$ cat config.mk
export PLATFORM = sky130hd
export DESIGN_NAME = wb_reg_bank_flat
export DESIGN_NICKNAME = d
export VERILOG_FILES = /design/src/rtl/wb_reg_bank_if.sv /design/src/rtl/wb_reg_bank.sv /design/src/flat_wrapper.sv
export SDC_FILE = /design/constraint.sdc
export NUM_CORES = 1
export LEC_CHECK = 0
export BUFFER_PORTS_ARGS = -buffer_cell sky130_fd_sc_hd__clkbuf_2
export CORE_AREA = 3 3 135 137
export CTS_BUF_LIST = sky130_fd_sc_hd__clkbuf_4 sky130_fd_sc_hd__clkbuf_8
export CTS_CLUSTER_DIAMETER = 150
export CTS_CLUSTER_SIZE = 24
export DETAILED_ROUTE_END_ITERATION = 7
export DIE_AREA = 0 0 138 140
export HOLD_SLACK_MARGIN = 0.1
export PLACE_DENSITY = 0.78
export SYNTH_ARGS = -nofsm -noshare
export SYNTH_HDL_FRONTEND = slang
export SYNTH_SLANG_ARGS = --single-unit
$ cat constraint.sdc
create_clock -name clk_i -period 7.9 [get_ports clk_i]
set_input_delay 1.975 -clock clk_i [delete_from_list [all_inputs] [get_ports clk_i]]
set_output_delay 1.975 -clock clk_i [all_outputs]
set_load 0.01 [all_outputs]
$ cat src/rtl/wb_reg_bank_if.sv
// rtl/wb_reg_bank_if.sv - Wishbone pipelined bus bundle for wb_reg_bank
interface wb_reg_bank_if #(
   parameter int ADDR_WIDTH = 8,
   parameter int WIDTH      = 32
);
   logic                    wb_cyc_i;
   logic                    wb_stb_i;
   logic                    wb_we_i;
   logic [ADDR_WIDTH-1:0]   wb_adr_i;
   logic [WIDTH/8-1:0]      wb_sel_i;
   logic [WIDTH-1:0]        wb_dat_i;
   logic [WIDTH-1:0]        wb_dat_o;
   logic                    wb_ack_o;
   logic                    wb_err_o;
   logic                    wb_rty_o;
   logic                    wb_stall_o;

   modport slave (
      input  wb_cyc_i, wb_stb_i, wb_we_i, wb_adr_i, wb_sel_i, wb_dat_i,
      output wb_dat_o, wb_ack_o, wb_err_o, wb_rty_o, wb_stall_o
   );

   modport master (
      output wb_cyc_i, wb_stb_i, wb_we_i, wb_adr_i, wb_sel_i, wb_dat_i,
      input  wb_dat_o, wb_ack_o, wb_err_o, wb_rty_o, wb_stall_o
   );
endinterface

$ cat src/rtl/wb_reg_bank.sv
// rtl/wb_reg_bank.sv - Wishbone register bank (RW/RO regs, byte lanes, err on range); option WB_REG_BANK_PIPE_EN
module wb_reg_bank #(
   parameter int                       NREGS       = 4,
   parameter int                       WIDTH       = 32,
   parameter int                       ADDR_WIDTH  = 8,
   parameter logic [NREGS-1:0]         RO_MASK     = '0,
   parameter logic [NREGS*WIDTH-1:0]   RESET_VALUE = '0
) (
   input  logic                     clk_i,
   input  logic                     rst_i,
   wb_reg_bank_if.slave             wb,
   output logic [NREGS*WIDTH-1:0]   regs_o,
   input  logic [NREGS*WIDTH-1:0]   regs_i,
   output logic [NREGS-1:0]         wr_o
);

   localparam int                  NSEL    = WIDTH / 8;
   localparam logic [ADDR_WIDTH:0] NREGS_W = (ADDR_WIDTH + 1)'(NREGS);

   logic [WIDTH-1:0] regs_q [NREGS];
   logic             rd_busy, wr_busy;
   logic             ack_q, err_q;
   logic [WIDTH-1:0] dat_q;

   logic wb_en, acc_rd, acc_wr;
   logic pend_rd, pend_wr;

   // decode-side view of the write request and read-side view of the response
   logic                  d_wr_v;
   logic [ADDR_WIDTH-1:0] d_adr;
   logic [NSEL-1:0]       d_sel;
   logic [WIDTH-1:0]      d_dat;
   logic                  d_in_range;
   logic                  r_v, r_err;
   logic [WIDTH-1:0]      r_data;

   logic [WIDTH-1:0]      rd_val;
   logic                  bus_in_range;

   // RW slices of regs_i are deliberately not looked at
   wire unused_regs_i = ^regs_i;

   assign wb_en  = wb.wb_cyc_i & wb.wb_stb_i;
   assign acc_rd = wb_en & ~wb.wb_we_i & ~rd_busy;
   assign acc_wr = wb_en &  wb.wb_we_i & ~wr_busy;

   assign bus_in_range = ({1'b0, wb.wb_adr_i} < NREGS_W);
   assign d_in_range   = ({1'b0, d_adr} < NREGS_W);

   // read mux on the live bus address; no match (out of range) yields zero
   always_comb begin
      rd_val = '0;
      for (int k = 0; k < NREGS; k++) begin
         if (wb.wb_adr_i == ADDR_WIDTH'(k))
            rd_val = RO_MASK[k] ? regs_i[k*WIDTH +: WIDTH] : regs_q[k];
      end
   end

`ifdef WB_REG_BANK_PIPE_EN
   logic                  p_wr_v, p_rd_v, p_rd_err;
   logic [ADDR_WIDTH-1:0] p_adr;
   logic [NSEL-1:0]       p_sel;
   logic [WIDTH-1:0]      p_dat;
   logic [WIDTH-1:0]      p_rdata;

   // request/read-result stage ahead of decode and wb_dat_o
   always_ff @(posedge clk_i or posedge rst_i) begin
      if (rst_i) begin
         p_wr_v   <= 1'b0;
         p_rd_v   <= 1'b0;
         p_rd_err <= 1'b0;
         p_adr    <= '0;
         p_sel    <= '0;
         p_dat    <= '0;
         p_rdata  <= '0;
      end else begin
         p_wr_v <= acc_wr;
         p_rd_v <= acc_rd;
         if (acc_wr) begin
            p_adr <= wb.wb_adr_i;
            p_sel <= wb.wb_sel_i;
            p_dat <= wb.wb_dat_i;
         end
         if (acc_rd) begin
            p_rdata  <= rd_val;
            p_rd_err <= ~bus_in_range;
         end
      end
   end

   assign d_wr_v  = p_wr_v;
   assign d_adr   = p_adr;
   assign d_sel   = p_sel;
   assign d_dat   = p_dat;
   assign r_v     = p_rd_v;
   assign r_err   = p_rd_err;
   assign r_data  = p_rdata;
   assign pend_rd = p_rd_v;
   assign pend_wr = p_wr_v;
`else
   assign d_wr_v  = acc_wr;
   assign d_adr   = wb.wb_adr_i;
   assign d_sel   = wb.wb_sel_i;
   assign d_dat   = wb.wb_dat_i;
   assign r_v     = acc_rd;
   assign r_err   = ~bus_in_range;
   assign r_data  = rd_val;
   assign pend_rd = 1'b0;
   assign pend_wr = 1'b0;
`endif

   // progress flags: one response per strobe phase; release once the phase ends and nothing is in flight
   always_ff @(posedge clk_i or posedge rst_i) begin
      if (rst_i) begin
         rd_busy <= 1'b0;
         wr_busy <= 1'b0;
      end else begin
         if (acc_rd)
            rd_busy <= 1'b1;
         else if (!wb_en && !pend_rd)
            rd_busy <= 1'b0;
         if (acc_wr)
            wr_busy <= 1'b1;
         else if (!wb_en && !pend_wr)
            wr_busy <= 1'b0;
      end
   end

   // register storage: byte-lane update of RW registers; RO registers stay at zero
   always_ff @(posedge clk_i or posedge rst_i) begin
      if (rst_i) begin
         for (int k = 0; k < NREGS; k++)
            regs_q[k] <= RO_MASK[k] ? '0 : RESET_VALUE[k*WIDTH +: WIDTH];
      end else if (d_wr_v && d_in_range) begin
         for (int k = 0; k < NREGS; k++) begin
            if (!RO_MASK[k] && d_adr == ADDR_WIDTH'(k)) begin
               for (int b = 0; b < NSEL; b++) begin
                  if (d_sel[b])
                     regs_q[k][8*b +: 8] <= d_dat[8*b +: 8];
               end
            end
         end
      end
   end

   // single-cycle responses: ack/err, read data and per-register write strobes
   always_ff @(posedge clk_i or posedge rst_i) begin
      if (rst_i) begin
         ack_q <= 1'b0;
         err_q <= 1'b0;
         dat_q <= '0;
         wr_o  <= '0;
      end else begin
         ack_q <= (d_wr_v & d_in_range) | (r_v & ~r_err);
         err_q <= (d_wr_v & ~d_in_range) | (r_v & r_err);
         if (r_v)
            dat_q <= r_err ? '0 : r_data;
         for (int k = 0; k < NREGS; k++)
            wr_o[k] <= d_wr_v && d_in_range && (d_adr == ADDR_WIDTH'(k));
      end
   end

   for (genvar k = 0; k < NREGS; k++) begin : g_out
      assign regs_o[k*WIDTH +: WIDTH] = regs_q[k];
   end

   assign wb.wb_ack_o   = ack_q;
   assign wb.wb_err_o   = err_q;
   assign wb.wb_dat_o   = dat_q;
   assign wb.wb_rty_o   = 1'b0;
   assign wb.wb_stall_o = wb_en & ~(ack_q | err_q);

endmodule
$ cat src/flat_wrapper.sv
// flat-port wrapper written by rule: the top's interface ports become plain ports
module wb_reg_bank_flat 
#(
   parameter int                       NREGS       = 4,
   parameter int                       WIDTH       = 32,
   parameter int                       ADDR_WIDTH  = 8,
   parameter logic [NREGS-1:0]         RO_MASK     = '0,
   parameter logic [NREGS*WIDTH-1:0]   RESET_VALUE = '0
)
  (clk_i, rst_i, regs_o, regs_i, wr_o, wb_wb_cyc_i, wb_wb_stb_i, wb_wb_we_i, wb_wb_adr_i, wb_wb_sel_i, wb_wb_dat_i, wb_wb_dat_o, wb_wb_ack_o, wb_wb_err_o, wb_wb_rty_o, wb_wb_stall_o);
  wb_reg_bank_if #(.ADDR_WIDTH(ADDR_WIDTH), .WIDTH(WIDTH)) wb_i ();
  input  logic clk_i;
  input  logic rst_i;
  output logic [NREGS*WIDTH-1:0] regs_o;
  input  logic [NREGS*WIDTH-1:0] regs_i;
  output logic [NREGS-1:0] wr_o;
  input wire logic [$bits(wb_i.wb_cyc_i)-1:0] wb_wb_cyc_i;
  input wire logic [$bits(wb_i.wb_stb_i)-1:0] wb_wb_stb_i;
  input wire logic [$bits(wb_i.wb_we_i)-1:0] wb_wb_we_i;
  input wire logic [$bits(wb_i.wb_adr_i)-1:0] wb_wb_adr_i;
  input wire logic [$bits(wb_i.wb_sel_i)-1:0] wb_wb_sel_i;
  input wire logic [$bits(wb_i.wb_dat_i)-1:0] wb_wb_dat_i;
  output wire logic [$bits(wb_i.wb_dat_o)-1:0] wb_wb_dat_o;
  output wire logic [$bits(wb_i.wb_ack_o)-1:0] wb_wb_ack_o;
  output wire logic [$bits(wb_i.wb_err_o)-1:0] wb_wb_err_o;
  output wire logic [$bits(wb_i.wb_rty_o)-1:0] wb_wb_rty_o;
  output wire logic [$bits(wb_i.wb_stall_o)-1:0] wb_wb_stall_o;
  assign wb_i.wb_cyc_i = wb_wb_cyc_i;
  assign wb_i.wb_stb_i = wb_wb_stb_i;
  assign wb_i.wb_we_i = wb_wb_we_i;
  assign wb_i.wb_adr_i = wb_wb_adr_i;
  assign wb_i.wb_sel_i = wb_wb_sel_i;
  assign wb_i.wb_dat_i = wb_wb_dat_i;
  assign wb_wb_dat_o = wb_i.wb_dat_o;
  assign wb_wb_ack_o = wb_i.wb_ack_o;
  assign wb_wb_err_o = wb_i.wb_err_o;
  assign wb_wb_rty_o = wb_i.wb_rty_o;
  assign wb_wb_stall_o = wb_i.wb_stall_o;
  wb_reg_bank #(.NREGS(NREGS), .WIDTH(WIDTH), .ADDR_WIDTH(ADDR_WIDTH), .RO_MASK(RO_MASK), .RESET_VALUE(RESET_VALUE)) u_core (.clk_i(clk_i), .rst_i(rst_i), .wb(wb_i), .regs_o(regs_o), .regs_i(regs_i), .wr_o(wr_o));
endmodule
## Yosys cells after proc, flatten, opt, wreduce, memory -nomap -nowiden

Cells that the tools add are included.

- Shifts and indexed selects: 0
- $add $sub $neg: 0
- Equality and inequality tests: 5
- Div/mod/pow operators: 0
- Reductions and logical operators: 22
- Multiplexer cells: 8
- $mul: 0
- Magnitude comparators: 1
- Bitwise logic cells: 18

Operator list:

| kind | number |
|---|---|
| 32-bit 2-to-1 mux | 5 |
| 3-bit AND reduction | 16 |
| 8-bit by 2-bit equality test with 1-bit output (second input constant) | 2 |
| 1-bit AND | 10 |
| 8-bit by 1-bit equality test with 1-bit output (second input constant) | 1 |
| 8-bit logical NOT | 1 |
| 8-bit by 3-bit less-than comparator with 1-bit output (second input constant) | 1 |
| 1-bit logical AND | 5 |
| 1-bit NOT | 5 |
| 2-bit inequality test (second input constant) | 2 |
| 1-bit 2-to-1 mux | 3 |
| 1-bit bitwise OR | 3 |

- Bits in read-only memories: 0
- Word-level logic and storage cells: 76
- Register bits: 168
- Memories kept: 0
- Bits in latches: 0
- RAM bits: 0
- Output and inout port bits: 168

## Logic depth before layout (Yosys ltp)

- Depth after elaboration: 6
- Depth in mapped cells: 5
- Depth with buffers taken out: 3

## Worst setup path after synthesis

No wires, ideal clock.

- Path kind: input to output
- Start point: input port wb_wb_cyc_i
- End point: output port wb_wb_stall_o
- Cell stages on the path: 2
- Path buffers: 0
- Arrival: 2.302 ns
- Required time: 5.925 ns
- Slack: 3.623 ns
- Cells stage by stage: nand2_1 -> nor3_1

- Word-level cells in the longest chain between the ends: 2

Ends and longest elaborated chain:

| item | RTL line | RTL |
|---|---|---|
| start: declaration | flat_wrapper.sv:17 | `input wire logic [$bits(wb_i.wb_cyc_i)-1:0] wb_wb_cyc_i;` |
| 1-bit AND | wb_reg_bank.sv:43 | `assign wb_en = wb.wb_cyc_i & wb.wb_stb_i;` |
| 1-bit AND | wb_reg_bank.sv:171 | `assign wb.wb_stall_o = wb_en & ~(ack_q \| err_q);` |
| end: declaration | flat_wrapper.sv:27 | `output wire logic [$bits(wb_i.wb_stall_o)-1:0] wb_wb_stall_o;` |

Every way passes these cells.

## Worst setup path in the final report

Same ends and word-level chain as after synthesis.

==> metrics.md <==
| Metric | Value |
|---|---|
| Die area | 19300 um2 |
| DP Worst Slack | 3070 ps |
| Number of warnings issued by yosys | 0 |
| Share of cells above drive strength 1 | 0.629 |
| Die H | 140 um |
| Met2 Track Usage GR | 0.339 |
| Skew final | 7.43 ps |
| Startpoint Class | input port |
| Critical path class | input port to output pin |
| Routed WL | 20400 um |
| Count leader, synth | dfrtp_1 |
| Pwr/cell area | 178 nW/um2 |
| Post-detailed-placement half-perimeter wirelength | ~14000 um |
| Max Fclk | 0.222 GHz |
| Area leader, netlist | dfrtp_1 |
| Worst-skew pair later-pin latency | between 400 and 500 ps |
| Sequential fraction of the synthesis area | 0.583 |
| Final setup TNS | 0 ps |
| Worst hold path type | flop to flop |
| Starting density of the core | 0.420 |
| Status | completed |
| PostCTS Resize Cnt | 0 |
| Min Tclk post-route | 4500 ps |
| Grt ovf | 0 |
| Worst path required time | 5930 ps |
| Placed Cells | around 860 |
| CTS Buf Count | 17 |
| Synth top cells by count | dfrtp_1, mux2_2, a22o_1, mux4_2, mux2_4 |
| First-pass GRT wire length | between 30000 and 40000 um |
| Top_reg_cell synth | dfrtp_1 |
| Synth top area cells | dfrtp_1, mux2_2, mux4_2 |
| Core ar. | 17200 um2 |
| Residual DRC | 0 |
| Routability cong. | 0.839 |
| Avg WL per Cell | 22.8 um |
| Met3 Usage GRT | 0.0683 |
| GR Util met1 | 0.285 |
| CP max FO | 4 |
| Die Wd | roughly 140 um |
| Post-synth top area share | 0.583 |
| Tot GR Track Use | 0.212 |
| Synthesized net count | 616 |
| Clk sinks | between 150 and 200 |
| Total power | around 1.6 mW |
| # IOs | 345 |
| Port Buf Inserts | 215 |
| Flops & latches, synth | 168 |
| Vias/cell | 5.58 |
| Final Setup Violations | 0 |
| Area delta synth->final | 23.7% |
| Via Count | 4986 |
| H-tree levels | 4 |
| Max-Slew Margin vs Limit | 0.324 |
| Initial DRC count | 284 |
| Nets | between 800 and 900 |
| Final cell count without fillers | 893 |
| Worst slew pin tran | 1000 ps |
| Netlist Area Pre-Place | 7210 um2 |
| Synth unique cells | 29 |
| Antenna violations before repair | 1 |
| RSZ-0062 raised after global routing | no |
| Worst setup EP type | output pin |
| Diodes inserted | 0 |
| Avg Inst Size Synth | 16.4 um2 |
| GRT busiest layer | met2 |
| Number of global-route vias before repair | 5333 |
| Longest Clk Path Bufs | 2 |
| Max-Cap Viols | 0 |
| Fin worst setup slack | between 3000 and 4000 ps |
| Ys async rst share | 1.00 |
| Hold Slack | 516 ps |
| DRT antenna net count | 0 |
| CTS tree | done |
| VDD IR max | between 0.00009 and 0.0001 V |
| Post-CTS setup buffers | 0 |
| Worst-path clk slew | 90 ps |
| TritonRoute pass-1 iters | 4 |
| Gate Count Post-Synth | 439 |
| Number of synthesized flops with an enable pin | 0 |
| Pleak | 4.85 nW |
| Count of pins over their slew limit | 0 |
| CTS root buffer | clkbuf_8 |
| Hold_buf cts | 0 |
| Crit path DAT | 2520 ps |
| Final Hold Fails | 0 |
| Std-Cell Rows | 48 |
| Largest net degree at the start of global routing | 93 |
| Final period util | 0.569 |
[power breakdown]
part,leakage (nW),switching (mW),internal [mW],total (mW)
clock,0.205,0.339,0.289,0.628
combinational,2.30,0.0569,0.0298,0.0867
sequential,2.34,0.00452,0.865,0.869
[worst max-delay path, cell delays in order]
cell and delay [ps]:
clkbuf_2 130, nand2_1 100, nor3_1 140, clkbuf_2 180
[flip-flops by register name, indices dropped and copies added, names as in the netlist]
| register | count |
|---|---|
| u_core.regs_o | 128 |
| u_core.wr_busy | 1 |
| u_core.wb.wb_dat_o | 32 |
| u_core.wb.wb_ack_o | 1 |
| u_core.rd_busy | 1 |
| u_core.wb.wb_err_o | 1 |
| u_core.wr_o | 4 |
[placed cells by master (no fill, tap or decap), types with 3 or more instances in the layout]
| master | instances |
|---|---|
| inv_6 | 5 |
| a22o_1 | 32 |
| and3b_1 | 8 |
| mux2_2 | 104 |
| mux2_4 | 24 |
| clkbuf_8 | 17 |
| buf_4 | 6 |
| mux4_2 | 32 |
| dfrtp_1 | 168 |
| clkbuf_2 | 214 |
| or4_1 | 3 |
| nand4_1 | 12 |
| clkinv_2 | 3 |
| nand2_1 | 4 |
| nand3_1 | 4 |
| clkinv_4 | 3 |
| nor2_1 | 4 |
[routing by layer]
layer  share of wire  wire length [um]
met1            0.43              8690
met2            0.47              9680
met3           0.084              1710
met4           0.014               288
met5         0.00064                13
[kinds of logic after synthesis]
kind of cell,after synthesis,share of synthesized area
compound gates,35,0.0413
buf+inv,27,0.0168
flops,168,0.583
mux,160,0.312
other cells,1,0.000520
simple gates,48,0.0465
[cell type report]
type / count / area, um2
multi-input combinational: 244 / 2900
timing repair buffer: 221 / 1120
fill: 1428 / 8250
sequential: 168 / 4200
tap: 225 / 282
inverter: 3 / 16.3
clock inverter: 15 / 166
clock buffer: 17 / 234
[through the flow]
step	utilization	instance area [um2]
floorplan	-	7210
detailed placement	0.496	8520
global route	0.519	8920
CTS	0.519	8920
global placement	0.496	8520
finish	0.519	8920
[path summary, 6_finish.rpt]
| path | start | slack [ps] | end | depth (start not counted) |
|---|---|---|---|---|
| max in group asynchronous | rst_i | 4670 | u_core.regs_o[1] | 3 |
| setup reg to reg | u_core.wr_busy | 5520 | u_core.regs_o[96] | 3 |
| min in group asynchronous | rst_i | 1660 | u_core.regs_o[102] | 2 |
| setup / recovery | wb_wb_cyc_i | 3400 | wb_wb_stall_o | 4 |
| hold / removal | u_core.wb.wb_dat_o[11] | 520 | u_core.wb.wb_dat_o[11] | 1 |
| hold reg to reg | u_core.wb.wb_dat_o[11] | 520 | u_core.wb.wb_dat_o[11] | 1 |
Power figures use the tool's default switching activity.
